## src/rtl/guitar_param_pkg.sv

```systemverilog
// guitar_param_pkg: address map, divider width and parameter index mapping for the guitar parameter bank.
package guitar_param_pkg;
    localparam logic [12:0] CTRL        = 13'h000;
    localparam logic [12:0] COMMIT      = 13'h001;
    localparam logic [12:0] STEP        = 13'h002;
    localparam logic [12:0] DIV         = 13'h003;
    localparam logic [12:0] SHADOW_BASE = 13'h010;
    localparam logic [12:0] ACTIVE_BASE = 13'h080;
    localparam int DIV_W = 16;

    function automatic int flat_idx(input int ch, input int p, input int n_par);
        return ch * n_par + p;
    endfunction
endpackage

```

## src/rtl/guitar_param_slew.sv

```systemverilog
// guitar_param_slew: holds one committed target and slews the active value toward it by at most step per tick.
module guitar_param_slew #(
    parameter int DW = 16
) (
    input  logic          clk_i,
    input  logic          rstn_i,
    input  logic [DW-1:0] target_i,
    input  logic [DW-1:0] step_i,
    input  logic          tick_i,
    input  logic          load_i,
    output logic [DW-1:0] active_o,
    output logic          at_target_o
);
    logic [DW-1:0] r_target, r_active, w_mv;
    logic [DW:0]   w_diff;
    logic          w_up;

    assign w_up   = r_target > r_active;
    assign w_diff = w_up ? {1'b0, r_target} - {1'b0, r_active} : {1'b0, r_active} - {1'b0, r_target};
    // Clip the move to the remaining distance so the ramp lands exactly on target.
    assign w_mv   = ({1'b0, step_i} < w_diff) ? step_i : w_diff[DW-1:0];

    always_ff @(posedge clk_i or negedge rstn_i) begin
        if (!rstn_i) begin
            r_target <= '0;
            r_active <= '0;
        end else begin
            if (load_i) r_target <= target_i;
            if (step_i == '0) r_active <= r_target;
            else if (tick_i) r_active <= w_up ? r_active + w_mv : r_active - w_mv;
        end
    end

    assign active_o    = r_active;
    assign at_target_o = r_active == r_target;
endmodule

```

## src/rtl/guitar_param_bank.sv

```systemverilog
// guitar_param_bank: bus-mapped shadow/target/active effect parameter bank with commit and
// rate-limited slewing of every active value toward its committed target.
module guitar_param_bank
    import guitar_param_pkg::*;
#(
    parameter int N_CH    = 4,
    parameter int N_PAR   = 4,
    parameter int DW      = 16,
    parameter int DIV_RST = 1000
) (
    input  logic                     clk_i,
    input  logic                     rstn_i,
    input  logic [31:0]              addr_i,
    input  logic [31:0]              wdata_i,
    input  logic                     wen_i,
    input  logic                     ren_i,
    output logic [31:0]              rdata_o,
    output logic                     ack_o,
    output logic                     err_o,
    output logic                     bypass_o,
    output logic [N_CH*N_PAR*DW-1:0] param_o,
    output logic                     busy_o,
    output logic                     done_o
);
    localparam int          NK   = N_CH * N_PAR;
    localparam int          KW   = (NK > 1) ? $clog2(NK) : 1;
    localparam logic [12:0] NK_W = 13'(NK);

    logic [12:0]      w_idx, w_sh_off, w_ac_off;
    logic             w_sh_hit, w_ac_hit, w_map, w_tick, w_commit, w_busy_nxt, w_unused;
    logic [31:0]      w_rd;
    logic [NK-1:0]    w_at;
    logic [DW-1:0]    w_active [NK];
    logic [DW-1:0]    r_shadow [NK];
    logic [DW-1:0]    r_step;
    logic [DIV_W-1:0] r_div, r_cnt;
    logic             r_bypass, r_busy, r_done, r_ack, r_err;
    logic [31:0]      r_rdata;

    assign w_idx      = addr_i[15:3];
    assign w_sh_off   = w_idx - SHADOW_BASE;
    assign w_ac_off   = w_idx - ACTIVE_BASE;
    assign w_sh_hit   = w_sh_off < NK_W;
    assign w_ac_hit   = w_ac_off < NK_W;
    // >= keeps the counter from running past a freshly lowered divider.
    assign w_tick     = r_cnt >= r_div;
    assign w_commit   = wen_i && w_idx == COMMIT && wdata_i[0];
    assign w_busy_nxt = ~&w_at;
    assign w_unused   = ^{addr_i[31:16], addr_i[2:0], wdata_i[31:16]};

    always_comb begin
        w_map = 1'b1;
        w_rd  = '0;
        if (w_idx == CTRL) w_rd = {31'b0, r_bypass};
        else if (w_idx == COMMIT) w_rd = {31'b0, r_busy};
        else if (w_idx == STEP) w_rd = 32'(r_step);
        else if (w_idx == DIV) w_rd = 32'(r_div);
        else if (w_sh_hit) w_rd = 32'(r_shadow[w_sh_off[KW-1:0]]);
        else if (w_ac_hit) w_rd = 32'(w_active[w_ac_off[KW-1:0]]);
        else w_map = 1'b0;
    end

    always_ff @(posedge clk_i or negedge rstn_i) begin
        if (!rstn_i) begin
            r_bypass <= 1'b0;
            r_step   <= DW'(1);
            r_div    <= DIV_W'(DIV_RST);
            r_cnt    <= '0;
            r_busy   <= 1'b0;
            r_done   <= 1'b0;
            r_ack    <= 1'b0;
            r_err    <= 1'b0;
            r_rdata  <= '0;
            for (int k = 0; k < NK; k++) r_shadow[k] <= '0;
        end else begin
            r_cnt   <= w_tick ? '0 : r_cnt + DIV_W'(1);
            r_busy  <= w_busy_nxt;
            r_done  <= r_busy & ~w_busy_nxt;
            r_ack   <= wen_i | ren_i;
            r_err   <= (wen_i | ren_i) & ~w_map;
            r_rdata <= (ren_i && w_map) ? w_rd : '0;
            if (wen_i && w_idx == CTRL) r_bypass <= wdata_i[0];
            if (wen_i && w_idx == STEP) r_step <= wdata_i[DW-1:0];
            if (wen_i && w_idx == DIV) r_div <= wdata_i[DIV_W-1:0];
            if (wen_i && w_sh_hit) r_shadow[w_sh_off[KW-1:0]] <= wdata_i[DW-1:0];
        end
    end

    for (genvar c = 0; c < N_CH; c++) begin : g_ch
        for (genvar p = 0; p < N_PAR; p++) begin : g_par
            localparam int K = flat_idx(c, p, N_PAR);
            guitar_param_slew #(.DW(DW)) u_slew (
                .clk_i       (clk_i),
                .rstn_i      (rstn_i),
                .target_i    (r_shadow[K]),
                .step_i      (r_step),
                .tick_i      (w_tick),
                .load_i      (w_commit),
                .active_o    (w_active[K]),
                .at_target_o (w_at[K])
            );
            assign param_o[K*DW +: DW] = w_active[K];
        end
    end

    assign rdata_o  = r_rdata;
    assign ack_o    = r_ack;
    assign err_o    = r_err;
    assign bypass_o = r_bypass;
    assign busy_o   = r_busy;
    assign done_o   = r_done;
endmodule

```

## config.mk

```make
export PLATFORM = sky130hd
export DESIGN_NAME = guitar_param_bank
export DESIGN_NICKNAME = d
export VERILOG_FILES = /design/src/rtl/guitar_param_pkg.sv /design/src/rtl/guitar_param_slew.sv /design/src/rtl/guitar_param_bank.sv
export SDC_FILE = /design/constraint.sdc
export NUM_CORES = 2
export LEC_CHECK = 0
export CAP_MARGIN = 25
export CORE_UTILIZATION = 40
export CTS_BUF_LIST = sky130_fd_sc_hd__clkbuf_8
export DETAILED_ROUTE_END_ITERATION = 7
export PLACE_DENSITY_LB_ADDON = 0.3
export SYNTH_ARGS = -nofsm -noshare
export SYNTH_HDL_FRONTEND = slang
export SYNTH_SLANG_ARGS = --single-unit
```

## constraint.sdc

```tcl
create_clock -name clk_i -period 11.8 [get_ports clk_i]
set_clock_uncertainty 0.15 [all_clocks]
set_input_delay 1.18 -clock clk_i [delete_from_list [all_inputs] [get_ports clk_i]]
set_output_delay 1.18 -clock clk_i [all_outputs]
set_load 0.01 [all_outputs]
```

### After elaboration in Yosys (flattened, before gate mapping)

Index checks and enable logic that the tools add are counted.

* bits in registers: 853

* $add $sub $neg: 67
* $lt $le $gt $ge: 38
* equality and inequality tests: 19
* mux-type cells: 103
* bitwise operators: 6
* reduce and logical (&&, ||, !) cells: 13

Operators by type and width (number)
* 16-bit two-way mux: 75
* 16-bit by 16-bit subtractor with 17-bit output: 32
* 16-bit by 17-bit less-than comparator with 1-bit output: 16
* 17-bit two-way mux: 16
* 16-bit adder: 16
* 256-bit bitwise mux: 1
* 16-bit == test: 16
* 16-bit greater-than comparator: 16
* 16-bit subtractor: 16
* 16-bit binary-select mux with 4-bit select: 2
* 16-bit demux with 4-bit select: 1
* 32-bit two-way mux: 2
* 13-bit by 2-bit == test with 1-bit output, second input constant: 2
* 13-bit by 5-bit less-than comparator with 1-bit output, second input constant: 2
* 16-bit by 1-bit adder with 16-bit output, second input constant: 1
* 16-bit >= comparator: 1
* 16-bit logical NOT: 1
* 16-bit AND reduction: 1
* 13-bit by 1-bit == test with 1-bit output, second input constant: 1
* 13-bit logical NOT: 1
* 13-bit by 5-bit subtractor with 13-bit output, second input constant: 1
* 13-bit by 8-bit subtractor with 13-bit output, second input constant: 1
* 5-bit >= comparator, second input constant: 2
* 4-bit NOT with 5-bit output: 2
* 8 further kinds: 21

### Longest topological paths before layout

* depth after elaboration: 12
* mapped depth: 47
* gate-level depth less buffers: 45

### Modules after synthesis

A second synthesis with hierarchy kept.

* cell total of the unflattened synthesis: 11206
* area, all modules: 92891.6 um^2

Modules (own cells, without submodules)
* guitar_param_slew (g_ch[2].g_par[2].u_slew ...): times used 6, cells an instance 621, area each 4694.5 um^2
* guitar_param_slew (g_ch[1].g_par[0].u_slew ...): times used 5, cells an instance 608, area each 4674.5 um^2
* guitar_param_bank: times used 1, cells an instance 1230, area each 17339.1 um^2
* guitar_param_slew (g_ch[0].g_par[1].u_slew ...): times used 3, cells an instance 657, area each 4848.4 um^2
* guitar_param_slew (g_ch[2].g_par[1].u_slew): times used 1, cells an instance 617, area each 4750.8 um^2
* guitar_param_slew (g_ch[0].g_par[0].u_slew): times used 1, cells an instance 622, area each 4717.0 um^2

### Worst setup path after synthesis

No wires, ideal clock.

* path type: reg-to-reg
* start point: register g_ch[2].g_par[0].u_slew.r_active[1]
* end point: register g_ch[2].g_par[0].u_slew.r_active[15]
* arrival time: 8.427 ns
* slack: 3.136 ns
* stages on the path, launching flop included: 44
* path buffers: 4
* clock period less this slack: 8.664 ns
* cells stage by stage: dfrtp_1 inv_1 ha_1 a21o_1 a21o_1 a221o_1 a2111o_1 a21oi_2 nor2_2 clkbuf_1 nand2_1 o21ai_1 xnor2_1 inv_1 ha_1 a21o_1 a21o_1 a21o_1 [8 not listed] buf_2 o21ai_0 ha_1 nor2b_1 o21ai_0 a21boi_0 o21ai_0 a21boi_0 o21ai_0 a21oi_1 o21a_1 o21ai_0 nand2b_1 a31oi_1 o21ai_0 xnor3_1 mux2_2 a211oi_2

* longest elaborated chain between the ends: 8
* elaborated cells between the ends (all ways): 11
* those cells by class: 4 x add/sub; 2 x order compare; 5 x mux

Ends and longest elaborated chain
* start, declared: RTL line guitar_param_slew.sv:14 `logic [DW-1:0] r_target, r_active, w_mv;`
* start signal, assigned: RTL line guitar_param_slew.sv:29 `if (step_i == '0) r_active <= r_target;`
* start signal, assigned: RTL line guitar_param_slew.sv:30 `else if (tick_i) r_active <= w_up ? r_active + w_mv : r_active - w_mv;`
* 16-bit by 16-bit subtractor with 17-bit output or 16-bit greater-than comparator (tied branches): RTL line guitar_param_slew.sv:19, guitar_param_slew.sv:18
* 17-bit two-way mux: RTL line guitar_param_slew.sv:19 `assign w_diff = w_up ? {1'b0, r_target} - {1'b0, r_active} : {1'b0, r_active} - {1'b0, r_target};`
* 16-bit by 17-bit less-than comparator with 1-bit output: RTL line guitar_param_slew.sv:21 `assign w_mv = ({1'b0, step_i} < w_diff) ? step_i : w_diff[DW-1:0];`
* 16-bit two-way mux: RTL line guitar_param_slew.sv:21
* 16-bit subtractor or 16-bit adder (tied branches): RTL line guitar_param_slew.sv:30
* 16-bit two-way mux (*) (2 in series): RTL line guitar_param_slew.sv:30
* 16-bit two-way mux (*): RTL line guitar_param_slew.sv:29

Mark *: on every way between the ends. The rest lies on a longest branch, timed or not. The select of a mux whose other input is x is not followed.
A chain may end at the register's enable or synchronous reset.

### Final worst setup path

* start point: register g_ch[2].g_par[0].u_slew.r_active[2]
* end point: register g_ch[2].g_par[0].u_slew.r_active[15]

The elaborated chain is that of the path after synthesis.

==> flow_metrics.py <==
metrics = {
    "synth": {
        "ys_warn_count": 0,
        "synth-simple-area-share_pct": 13.8,
        "synth_cell_types": 120,
        "synthFlopType": "dfrtp_1",
        "seq_area_frac_synth_pct": 23.8,
        "synth-compound-area-share_pct": 19.3,
        "syn-instance-count": 10300,
        "ys_ff_latch": 837,
        "synth_top_family_by_area": "compound AO/OA/AOI/OAI gates",
        "synth_xor_xnor_area_share_pct": 7.89,
        "synth.avg_cell_area_sq_um": 8.51,
        "synth_edf_count": 0,
        "yosys-mux-area-fraction_pct": 13.9,
        "synthAdderAreaFrac_pct": 15.1,
        "async_reset_ff_share_pct": 100,
        "synth_area_sq_um": 88000,
    },
    "clock_tree": {
        "post_cts_resized": 0,
        "clockBufferDepth": 3,
        "cts_root_buf": "clkbuf_8",
        "cts_sinks": 837,
        "clk-insertion-delay-late_ps": 960,
        "cts.htree.levels": 4,
        "ctsHoldBuffers": 0,
        "tritoncts": "built",
        "numCtsBuffers": 156,
        "clk_pin_slew_ps": 60,
        "cts_setup_buffers": 0,
    },
    "worst_setup_path": {
        "ff2ff_path_depth": 39,
        "end_kind": "register",
        "rr_endpoint": "g_ch[2].g_par[0].u_slew.active_o[15]",
        "r2r_slack_ps": 1330,
        "crit_type": "reg -> reg",
        "startpoint_type": "register",
        "cpMostUsedCell": "a21o_1",
        "crit_arrival_ps": 11180,
        "reg2reg_from": "g_ch[2].g_par[0].u_slew.active_o[2]",
        "required_ps": 12510,
        "cpMaxStageDelayCell": "dfrtp_1",
        "slowest_delay_ps": 550,
        "critPathMaxFanout": 42,
    },
    "final_layout": {
        "nNetsFinal": 11500,
        "drive_gt1_share_pct": 12.4,
        "design_area_sq_um": 97700,
        "area_growth_pct": 11.1,
        "nFillCells": 21200,
    },
    "power": {
        "powerDensity_nw_per_um2": 189,
        "ir_drop_uv": 121,
        "p_leak_nw": 45.2,
    },
    "floorplanning": {
        "io_pins": 361,
        "dieHeight_um": 471,
        "die_area_sq_um": 222000,
        "die_w_um": 471,
        "fp.coreArea_sq_um": 218000,
        "start_util_pct": 40.4,
        "placementRows": 171,
    },
    "grt": {
        "grt_max_degree": 194,
        "grt_pass1_wl_um": 544000,
        "first_global_vias": 77600,
        "antenna_found_initial": 64,
        "grt_usage_pct": 33.5,
        "overflow": 0,
    },
    "timing": {
        "min_period_ps": 10470,
        "worst_pin_slew_ps": 1180,
        "fin_setup_tns_ps": 0,
        "fmax_mhz": 95.5,
        "slew_viol_final": 0,
        "grt_setup_unrepaired": "false",
        "final_hold_viol_count": 0,
        "setup_violations": 0,
        "fin_crit_sh_pct": 88.7,
        "slew_headroom_pct": 21.2,
    },
    "detailed_routing": {
        "finalWirelength_um": 382000,
        "via_per_inst": 6.17,
        "postRouteAntennaNets": 0,
        "drt-initial-drc-count": 9731,
        "drc": 1,
        "vias": 83000,
        "first_pass_iters": 8,
        "wl_per_cell_um": 28.4,
    },
    "status": {
        "outcome": "complete, but fails checks",
        "violations": "design-rule violations",
    },
    "place": {
        "placed_area_sq_um": 94000,
        "place_hpwl_um": 287000,
        "place_congestion": 1.00,
        "io_buffers": 309,
    },
    "job": {
        "max-cap-violations": 0,
    },
    "hold_path": {
        "hp-class": "in -> async",
    },
}
placed cells by master, fill, tap and decap left out, types with 19 or more instances in the layout:
cell	n
o21bai_1	87
a211o_1	19
o21ai_0	727
or3_1	43
nand2_1	792
nor4_1	22
and4_1	30
xnor2_1	521
or2_2	24
nor2_1	803
mux2_2	589
a21oi_1	872
mux2i_1	193
nand2b_1	114
nor3_1	99
nor2b_1	133
xor2_1	241
o21ai_1	19
ha_1	978
dfrtp_1	815
clkbuf_8	197
nand4_1	99
o221ai_1	30
buf_4	163
a221oi_1	32
o211ai_1	80
clkdlybuf4s50_1	303
o31ai_1	29
a31oi_1	95
diode_2	42
and2_1	56
a211oi_1	64
inv_1	880
mux4_2	161
nand3_1	189
a21boi_0	26
fa_1	48
and3_1	81
a21o_1	319
o21a_1	82
sequential cells by signal (all words and copies together) (netlist names):
register and flops:
err_o 1, r_cnt 16, r_div 16, ack_o 1, g_ch.g_par.u_slew.active_o 256, r_shadow 256
busy_o 1, bypass_o 1, r_step 16, done_o 1, rdata_o 16, g_ch.g_par.u_slew.r_target 256
how the worst max path moves through the flow:
| stage | from | end | depth (start not counted) | slack, ps |
|---|---|---|---|---|
| floorplan | g_ch[2].g_par[0].u_slew.active_o[1] | g_ch[2].g_par[0].u_slew.active_o[15] | 43 | 3140 |
| detailed placement | g_ch[2].g_par[0].u_slew.active_o[2] | g_ch[2].g_par[0].u_slew.active_o[15] | 39 | 1600 |
| finish | g_ch[2].g_par[0].u_slew.active_o[2] | g_ch[2].g_par[0].u_slew.active_o[15] | 39 | 1330 |
| global route | g_ch[1].g_par[0].u_slew.active_o[1] | g_ch[1].g_par[0].u_slew.active_o[15] | 36 | 500 |
| global placement | g_ch[2].g_par[0].u_slew.active_o[2] | g_ch[2].g_par[0].u_slew.active_o[15] | 39 | 1670 |
| CTS | g_ch[2].g_par[0].u_slew.active_o[2] | g_ch[2].g_par[0].u_slew.active_o[15] | 39 | 1520 |
layer usage:
layer,routed length [um],GRT usage (%),share of wire [%],vias to the layer above
li1,-,-,-,36800
met1,151000,43.3,40,40700
met2,161000,49.1,42,4402
met3,41400,8.38,11,984
met4,28000,22.2,7.3,36
met5,229,0,0.060,-
cell type report:
cell class              count  area [sq um]  share of cell area (%)
diodes                     42           105                   0.108
clock buffers             197          2710                    2.77
clock inverters            85           743                   0.760
inverters                 847          3180                    3.25
multi-input cells        8109         61900                    63.3
flip-flops and latches    837         21000                    21.5
well taps                2854          3570                    3.65
repair buffers            486          4590                    4.70
stage by stage:
| stage | total power, mW | cells | worst slack (ps) | hold WS [ps] | util [%] |
|---|---|---|---|---|---|
| 2_1_floorplan | 12.4 | 10400 | 3140 | 324 | - |
| 3_3_place_gp | 14.8 | 13100 | 1670 | 344 | 43.2 |
| 3_5_place_dp | 15.0 | 13100 | 1600 | 349 | 43.2 |
| 4_1_cts | 18.3 | 13400 | 1520 | 23.1 | 44.8 |
| 5_1_grt | 20.0 | 13400 | 496 | 80.9 | 44.8 |
| 6_report | 18.5 | 13500 | 1330 | 50.7 | 44.9 |
power by group:
group | switching [mW] | total [mW] | internal, mW
Sequential | 0.137 | 3.05 | 2.91
Clock | 1.44 | 3.19 | 1.76
Combinational | 7.13 | 12.3 | 5.12
critical path, delay by kind of cell (launching register included):
| kind | cells | cell delay (ps) |
|---|---|---|
| AO/OA/AOI/OAI | 25 | 5790 |
| XOR/XNOR | 3 | 890 |
| adder cells (fa/ha/maj) | 3 | 1080 |
| buffers and inverters | 2 | 360 |
| flip-flops | 1 | 550 |
| multiplexers | 2 | 590 |
| AND/OR/NAND/NOR | 4 | 940 |
cell usage after synthesis (all sizes together) (114+ instances only):
library cell | count | share of area, %
nand2b | 114 | 0.81
o21ai | 757 | 4.3
a21oi | 876 | 5.0
a21o | 319 | 2.7
mux2 | 593 | 7.6
xor2 | 241 | 2.4
nor2b | 133 | 0.95
buf | 150 | 0.85
nand3 | 190 | 1.1
ha | 978 | 14
mux2i | 194 | 2.2
clkbuf | 414 | 1.8
nand2 | 795 | 3.4
nor2 | 817 | 3.5
mux4 | 161 | 4.1
dfrtp | 830 | 24
xnor2 | 521 | 5.2
inv | 842 | 3.6
logic make-up after synthesis:
| group | Yosys count |
|---|---|
| AOI/OAI and AO/OA | 2746 |
| xor gates and xnor gates | 774 |
| adders and majority gates | 1031 |
| buffers and inverters | 1411 |
| DFF | 837 |
| muxes | 948 |
| other | 1 |
| and+or+nand+nor | 2594 |
(Power assumes the default switching activity.)
